`src/rtl/vram_host_sched.sv`:
```
// ---------------------------------------------------------------------------
// vram_host_sched
//
// Host-side access scheduler for the VRAM block.
//
// Host commands enter through a valid/ready handshake and wait in a small
// in-order FIFO. Commands are issued to VRAM's shared host port one at a time:
//   - A write drives hostAddr/vramWrData with a one-cycle vramWr strobe.
//   - A read drives hostAddr and holds it for a fixed worst-case interval.
//     That interval covers VRAM's alternating-cycle read-port multiplexing.
//     The read then captures hostData and pulses rdValid for one cycle.
//
// Ports
//   clk, nrst            clock, synchronous active-low reset
//   cmdValid/cmdReady    command handshake (cmdReady = FIFO not full)
//   cmdWrite             1 = write, 0 = read
//   cmdAddr, cmdWrData   command address (13b) and write data (8b)
//   rdValid, rdData      one-cycle read-complete pulse and held read data
//   busy                 FIFO non-empty, read in flight, or write strobing
//   hostAddr             VRAM host address
//   vramWrData, vramWr   VRAM write data and write strobe
//   hostData             VRAM host read data
// ---------------------------------------------------------------------------
module vram_host_sched #(
  parameter int FIFO_DEPTH = 4,
  parameter int READ_WAIT  = 2
) (
  input  logic        clk,
  input  logic        nrst,
  input  logic        cmdValid,
  output logic        cmdReady,
  input  logic        cmdWrite,
  input  logic [12:0] cmdAddr,
  input  logic [7:0]  cmdWrData,
  output logic        rdValid,
  output logic [7:0]  rdData,
  output logic        busy,
  output logic [12:0] hostAddr,
  output logic [7:0]  vramWrData,
  output logic        vramWr,
  input  logic [7:0]  hostData
);

  localparam int PW = $clog2(FIFO_DEPTH);
  localparam int CW = $clog2(READ_WAIT) + 1;
  localparam logic [CW-1:0] WAIT_LOAD = CW'(READ_WAIT - 1);

  typedef struct packed {
    logic        wr;
    logic [12:0] addr;
    logic [7:0]  data;
  } cmd_t;

  typedef enum logic [1:0] {
    IDLE,
    RD_WAIT,
    RD_CAPT
  } state_t;

  cmd_t          fifo_q [FIFO_DEPTH];
  cmd_t          fifo_d [FIFO_DEPTH];
  logic [PW:0]   wr_ptr_q, wr_ptr_d;
  logic [PW:0]   rd_ptr_q, rd_ptr_d;
  state_t        state_q, state_d;
  logic [CW-1:0] cnt_q, cnt_d;
  logic [12:0]   host_addr_q, host_addr_d;
  logic [7:0]    wr_data_q, wr_data_d;
  logic          vram_wr_q, vram_wr_d;
  logic          rd_valid_q, rd_valid_d;
  logic [7:0]    rd_data_q, rd_data_d;

  logic          empty;
  logic          full;
  logic          push;
  logic          pop;
  cmd_t          head;

  // Pointers carry one extra wrap bit: equal pointers mean empty, equal
  // index with differing wrap bits means full.
  assign empty = (wr_ptr_q == rd_ptr_q);
  assign full  = (wr_ptr_q[PW] != rd_ptr_q[PW]) &&
                 (wr_ptr_q[PW-1:0] == rd_ptr_q[PW-1:0]);
  assign push  = cmdValid && !full;
  assign head  = fifo_q[rd_ptr_q[PW-1:0]];

  // The issue slot is free in IDLE and on the capture edge of a read, so a
  // queued command follows a read without a bubble.
  assign pop = !empty && ((state_q == IDLE) || (state_q == RD_CAPT));

  always_comb begin
    fifo_d   = fifo_q;
    wr_ptr_d = wr_ptr_q;
    rd_ptr_d = rd_ptr_q;
    if (push) begin
      fifo_d[wr_ptr_q[PW-1:0]] = '{wr: cmdWrite, addr: cmdAddr, data: cmdWrData};
      wr_ptr_d = wr_ptr_q + 1'b1;
    end
    if (pop) begin
      rd_ptr_d = rd_ptr_q + 1'b1;
    end
  end

  // hostAddr and vramWrData keep their last values when nothing issues.
  // A read loads the counter with READ_WAIT-1. RD_WAIT counts it down to
  // zero, so hostData is sampled READ_WAIT+1 edges after issue.
  always_comb begin
    state_d     = state_q;
    cnt_d       = cnt_q;
    host_addr_d = host_addr_q;
    wr_data_d   = wr_data_q;
    vram_wr_d   = 1'b0;
    rd_valid_d  = 1'b0;
    rd_data_d   = rd_data_q;

    case (state_q)
      IDLE: begin
      end
      RD_WAIT: begin
        if (cnt_q == '0) begin
          state_d = RD_CAPT;
        end else begin
          cnt_d = cnt_q - 1'b1;
        end
      end
      RD_CAPT: begin
        rd_data_d  = hostData;
        rd_valid_d = 1'b1;
        state_d    = IDLE;
      end
      default: begin
        state_d = IDLE;
      end
    endcase

    if (pop) begin
      host_addr_d = head.addr;
      if (head.wr) begin
        wr_data_d = head.data;
        vram_wr_d = 1'b1;
      end else begin
        cnt_d   = WAIT_LOAD;
        state_d = RD_WAIT;
      end
    end
  end

  always_ff @(posedge clk) begin
    if (!nrst) begin
      for (int i = 0; i < FIFO_DEPTH; i++) begin
        fifo_q[i] <= '0;
      end
      wr_ptr_q    <= '0;
      rd_ptr_q    <= '0;
      state_q     <= IDLE;
      cnt_q       <= '0;
      host_addr_q <= '0;
      wr_data_q   <= '0;
      vram_wr_q   <= 1'b0;
      rd_valid_q  <= 1'b0;
      rd_data_q   <= '0;
    end else begin
      fifo_q      <= fifo_d;
      wr_ptr_q    <= wr_ptr_d;
      rd_ptr_q    <= rd_ptr_d;
      state_q     <= state_d;
      cnt_q       <= cnt_d;
      host_addr_q <= host_addr_d;
      wr_data_q   <= wr_data_d;
      vram_wr_q   <= vram_wr_d;
      rd_valid_q  <= rd_valid_d;
      rd_data_q   <= rd_data_d;
    end
  end

  assign cmdReady   = !full;
  assign rdValid    = rd_valid_q;
  assign rdData     = rd_data_q;
  assign hostAddr   = host_addr_q;
  assign vramWrData = wr_data_q;
  assign vramWr     = vram_wr_q;
  assign busy       = !empty || (state_q != IDLE) || vram_wr_q;

endmodule

```
`config.mk`:
```
export PLATFORM = sky130hd
export DESIGN_NAME = vram_host_sched
export DESIGN_NICKNAME = d
export VERILOG_FILES = /design/src/rtl/vram_host_sched.sv
export SDC_FILE = /design/constraint.sdc
export NUM_CORES = 1
export LEC_CHECK = 0
export BUFFER_PORTS_ARGS = -buffer_cell sky130_fd_sc_hd__buf_2
export CORE_UTILIZATION = 35
export CTS_CLUSTER_SIZE = 20
export DETAILED_ROUTE_END_ITERATION = 16
export SLEW_MARGIN = 40
export SYNTH_ARGS = -nofsm -noshare
export SYNTH_HDL_FRONTEND = slang
export SYNTH_SLANG_ARGS = --single-unit
```
`constraint.sdc`:
```
create_clock -name clk -period 2.4 [get_ports clk]
set_input_delay 0.12 -clock clk [delete_from_list [all_inputs] [get_ports clk]]
set_output_delay 0.12 -clock clk [all_outputs]
set_load 0.01 [all_outputs]
```
==> results.cfg, run 1 <==
[run_status]
outcome = finished, final reports clean

[timing]
relSlewSlack_pct = 61.0
worst_pin_slew_ns = 0.582
setup_violations = 0
max_freq_ghz = 0.565
setup_tns_ns = 0
rsz0062_at_grt = false
finalClockSkew_ns = 0.0125
min_period_over_period_pct = 73.8
fin_ws_ns = 0.629
min_period_ns = 1.77
report.final.hold_viol_count = 0
report.final.slew_viol_count = 0

[yosys]
yosys_warnings = 0
yosys.cell_types.count = 32
seq_area_frac_synth_pct = 49.9
synth_area_per_cell_um2 = 9.94
synthesis.instances = 521
synth_nets = 559
ys_seq_elements = 129
post_synth_instance_area_mm2 = 0.00518

[route]
drtPass1Iterations = 4
vias = 3849
post_drt_wl_per_cell_um = 14.6
ant_nets = 0
detailed_route_wl_mm = 11.3
drc = 0
drt_first_iter_violations = 198
vias_per_cell = 4.95

[finish]
sequential_cell_area_mm2 = 0.00258
antenna_cells_inserted = 0
layout.cells.non_filler = 778
num-nets-final = 619
syn2layout_area_growth_pct = 22.5
multi_input_area_mm2 = 0.00235
layout.cell_area.non_filler_mm2 = 0.00635
post_route_cells_drive_above_1_share_pct = 23.4
final.fill_count = 1398

[grt]
grt_use_met1_pct = 19.5
use_met3_pct = 3.39
maximum_number_of_pins_on_one_net_before_global_route_repair = 130
groute.layer.met2.usage_pct = 26.8
wire_length_of_the_first_global_routing_pass_mm = 18.5
global_route.overflow_total = 0
global_route.peak_usage_layer = met2
grt_pass1_vias = 3872
grt_antenna_before_repair = 0
grt_use_total_pct = 16.1

[clock_tree]
cts_max_level = 4
max-clock-path-buffers = 2
cts_buffers = 17
clk_pin_slew_ns = 0.05
tritoncts = done
cts.sinks = 129
insertion_delay_ns = 0.41
clock-root-buffer = clkbuf_16

[placed_design]
place_inst = 737
hpwlAfterDp_mm = 7.10
gp_routability_congestion = 0.684
numPortBuffers = 65
placed_area_mm2 = 0.00562
dpl_worst_slack_ns = 0.599

[power_and_ir_drop]
power_density_mw_per_mm2 = 1010
peak_supply_drop_mv = 0.524
power_mw = 6.44
total_leakage_power_nw = 2.50

[worst_setup_path]
setup.worst_path.class = flop to flop
worstPathArrival_ns = 2.10
worst_ep_required_time_ns = 2.73
start_kind = flop
cp_max_fo = 16
timing.critical_path.to_type = flop

[worst_hold_path]
min_path_type = primary input to flop

[floorplan]
fp-row-count = 44
core_area_mm2 = 0.0145
die_width_um = 124
ios = 66
design.die.area_mm2 = 0.0153
die_height_um = 124
initial_core_utilization_pct = 35.8

[flow_run]
max_cap_viol_count = 0
kinds of logic after synthesis:
| group | after synthesis | share of synthesized area (%) |
|---|---|---|
| DFF | 129 | 49.9 |
| AOI/OAI and AO/OA | 108 | 12.4 |
| and+or+nand+nor | 178 | 15.6 |
| xor gates and xnor gates | 7 | 2.05 |
| muxes | 45 | 14.0 |
| buffers and inverters | 49 | 4.88 |
| adders and majority gates | 5 | 1.21 |
critical path, stage by stage, from the launching register on:
cell and delay (ns):
dfxtp_2 0.38, buf_4 0.33, mux4_2 0.59, nand2b_4 0.18, mux2i_1 0.21
placed cells by master (no fill, tap or decap), drive strengths merged, types with 3 or more instances in the layout:
master       netlist  final
bufinv             0      3
clkbuf            25     24
dlygate4sd3        0      9
nor2              24     24
nand3             88     88
ha                 5      5
dfxtp            129    129
nand2b             3      3
xor2               5      5
o21ai             90     90
mux4              22     22
inv                5      5
mux2i             23     23
buf               19     76
o311ai             4      4
clkinv             0      3
nand2             57     57
a21oi              9      9
stage by stage:
step | hold slack [ns] | utilization [%]
finish | 0.0162 | 43.8
global route | 0.0378 | 43.8
CTS | 0.00315 | 43.8
detailed placement | 0.366 | 38.8
global placement | 0.364 | 38.8
floorplan | 0.256 | -
power breakdown:
group	internal [mW]	switching, mW
clock network	1.80	0.901
registers	2.31	0.112
logic	0.575	0.745
total	4.68	1.76
per-layer routing:
metal,share of wire [%],vias to the layer above
met5,0,-
met4,1.3,0
met3,3.4,13
met2,48,71
met1,47,1803
li1,-,1962
state kept, by name, summed over array words and instances (netlist names):
name        flops
rd_ptr_q        3
vramWr          1
rdData          8
cnt_q           2
hostAddr       13
rdValid         1
vramWrData      8
fifo_q         88
wr_ptr_q        3
state_q         2
final cells by class:
class | count | share of cell area, %
Timing Repair Buffer | 85 | 8.28
Tap cell | 184 | 3.63
Inverter | 5 | 0.296
Clock buffer | 24 | 8.06
Multi-Input combinational cell | 343 | 37.1
Sequential cell | 129 | 40.7
Clock inverter | 8 | 1.95
worst paths after layout:
path | startpoint | endpoint | slack (ns) | cells after the start
worst max-delay path | rd_ptr_q[0] | vramWrData[3] | 0.63 | 4
worst min-delay path | cmdWrData[5] | fifo_q[5] | 0.02 | 3
worst max register to register | rd_ptr_q[0] | vramWrData[3] | 0.63 | 4
worst min register to register | rdData[1] | rdData[1] | 0.45 | 2
cell usage after synthesis (all sizes together):
| cell | number | area, um^2 |
|---|---|---|
| xor2 | 5 | 81.3 |
| nand2 | 57 | 214 |
| nor4 | 1 | 6.26 |
| o211ai | 1 | 7.51 |
| inv | 5 | 18.8 |
| a21oi | 9 | 45.0 |
| buf | 19 | 136 |
| ha | 5 | 62.6 |
| or3 | 2 | 12.5 |
| o21ai | 90 | 450 |
| nand2b | 3 | 26.3 |
| mux2i | 23 | 230 |
| nand3 | 88 | 440 |
| xnor2 | 2 | 25.0 |
| o21a | 2 | 15.0 |
| nor2b | 1 | 6.26 |
| dfxtp | 129 | 2580 |
| o311ai | 4 | 105 |
| nor2 | 24 | 90.1 |
| mux4 | 22 | 495 |
| clkbuf | 25 | 97.6 |
| o31ai | 2 | 20.0 |
| nor3 | 2 | 10.0 |
what timing repair did:
item / CTS / global route
buffers inserted: 0 / 0
endpoints found under the hold margin: 10 / 0
hold buffers: 9 / 0
gates resized for setup: 0 / 0
(Power assumes the default switching activity.)
==> run 2: changes to the inputs <==
==> constraint.sdc (replaced) <==
create_clock -name clk -period 1.8 [get_ports clk]
set_input_delay 0.09 -clock clk [delete_from_list [all_inputs] [get_ports clk]]
set_output_delay 0.09 -clock clk [all_outputs]
set_load 0.01 [all_outputs]
==> results.cfg, run 2 (same netlist as run 1, synthesis figures left out) <==
[timing]
min_period_ns = 1.69
worst_pin_slew_ns = 0.484
rsz0062_at_grt = false
setup_violations = 0
setup_tns_ns = 0
finalClockSkew_ns = 0.00680
relSlewSlack_pct = 67.7
report.final.hold_viol_count = 0
min_period_over_period_pct = 93.9
report.final.slew_viol_count = 0
max_freq_ghz = 0.592

[floorplan]
fp-row-count = 44
die_width_um = 124
design.die.area_mm2 = 0.0153
initial_core_utilization_pct = 35.8
die_height_um = 124
core_area_mm2 = 0.0145
ios = 66

[worst_setup_path]
timing.critical_path.from = wr_ptr_q[0]
worstReg2RegEnd = rd_ptr_q[2]
cp_max_fo = 8
timing.critical_path.to_type = output pin
reg2reg_from = wr_ptr_q[0]
start_kind = flop
worstRegToRegCells = 5
worst_ep_required_time_ns = 1.71
setup.worst_path.class = flop to output pin
critPathCapture = cmdReady
worstPathArrival_ns = 1.60
rrSetupSlack_ns = 0.11

[finish]
post_route_cells_drive_above_1_share_pct = 23.8
largest_register_ffs = 88
layout.cell_area.non_filler_mm2 = 0.00665
layout.core_utilization_pct = 45.9
syn2layout_area_growth_pct = 28.4
mostFrequentLayoutCells = 124 x dfxtp_1, 88 x nand3_1, 76 x o21ai_0
antenna_cells_inserted = 0
largest_register = fifo_q
layout.cells.non_filler = 798
layout.cells.most_common = dfxtp_1
num-nets-final = 639

[placed_design]
placed_area_mm2 = 0.00572
numPortBuffers = 65
place_inst = 740
gp_routability_congestion = 0.716
hpwlAfterDp_mm = 7.35

[route]
vias_per_cell = 5.00
drc = 0
drtPass1Iterations = 4
drt_first_iter_violations = 239
ant_nets = 0
vias = 3993
detailed_route_wl_mm = 11.5
post_drt_wl_per_cell_um = 14.5

[clock_tree]
post-cts-setup-buffers = 0
tritoncts = done
clk_pin_slew_ns = 0.05
cts_buffers = 17
max-clock-path-buffers = 2
insertion_delay_ns = 0.41
cts.sinks = 129
clock-root-buffer = clkbuf_16
cts_max_level = 4

[grt]
maximum_number_of_pins_on_one_net_before_global_route_repair = 62
grt_antenna_before_repair = 0
wire_length_of_the_first_global_routing_pass_mm = 19.1
grt_use_total_pct = 16.5
grt_pass1_vias = 3972
global_route.overflow_total = 0

[power_and_ir_drop]
peak_supply_drop_mv = 0.830
power_density_mw_per_mm2 = 1330
total_leakage_power_nw = 2.62
power_mw = 8.87

[flow_run]
max_cap_viol_count = 0

[worst_hold_path]
min_path_type = primary input to flop

[run_status]
outcome = finished, final reports clean
==> run 2: cell count changes in the layout (fill, tap and decap cells not counted), sizes merged <==
| cell | previous run | this run |
|---|---|---|
| clkinv | 3 | 2 |
| buf | 76 | 79 |
| dlygate4sd3 | 9 | 26 |
| bufinv | 3 | 4 |
==> run 2: cell type report <==
type / count / area, um^2
multi-input combinational: 343 / 2370
clock inverter: 8 / 149
fill: 1338 / 7830
timing repair buffer: 105 / 793
sequential: 129 / 2590
inverter: 5 / 18.8
tap: 184 / 230
clock buffer: 24 / 502
==> run 2: through the flow <==
step | setup WS (ns) | hold slack [ns]
6_report | 0.111 | 0.0216
5_1_grt | 0.00265 | 0.0388
4_1_cts | 0.0311 | 0.00981
3_5_place_dp | 0.0792 | 0.344
3_3_place_gp | 0.0918 | 0.333
2_1_floorplan | 0.132 | 0.226
==> run 2: worst min path at each step <==
| stage | slack [ns] | startpoint | endpoint | cells past startpoint |
|---|---|---|---|---|
| 2_1_floorplan | 0.23 | hostData[0] | rdData[0] | 2 |
| 3_3_place_gp | 0.33 | hostData[0] | rdData[0] | 3 |
| 3_5_place_dp | 0.34 | hostData[1] | rdData[1] | 3 |
| 4_1_cts | 0.01 | cmdWrData[0] | fifo_q[22] | 3 |
| 5_1_grt | 0.04 | cmdWrData[1] | fifo_q[23] | 3 |
| 6_report | 0.02 | cmdAddr[0] | fifo_q[8] | 3 |
==> run 2: per-layer routing <==
| metal | up-vias | GRT usage (%) | share of wire, % |
|---|---|---|---|
| li1 | 2004 | - | - |
| met1 | 1887 | 19.5 | 47 |
| met2 | 85 | 27.9 | 47 |
| met3 | 17 | 3.89 | 4.1 |
| met4 | 0 | 8.21 | 1.8 |
| met5 | - | 0 | 0 |
==> run 2: critical path, stage by stage (launching register included) <==
cell     delay [ns]
dfxtp_1        0.46
xor2_4         0.42
or3_1          0.18
buf_2          0.12
==> run 2: what timing repair did <==
item                       in CTS  in global routing
hold buffers                   26                  0
hold endpoints to repair       52                  0
setup endpoints to repair       0                  9
resized for setup               0                  6
==> run 2: where the power goes <==
part	switching, mW	internal, mW
combinational	1.03	0.889
clock	1.21	2.50
sequential	0.164	3.08
total	2.40	6.47
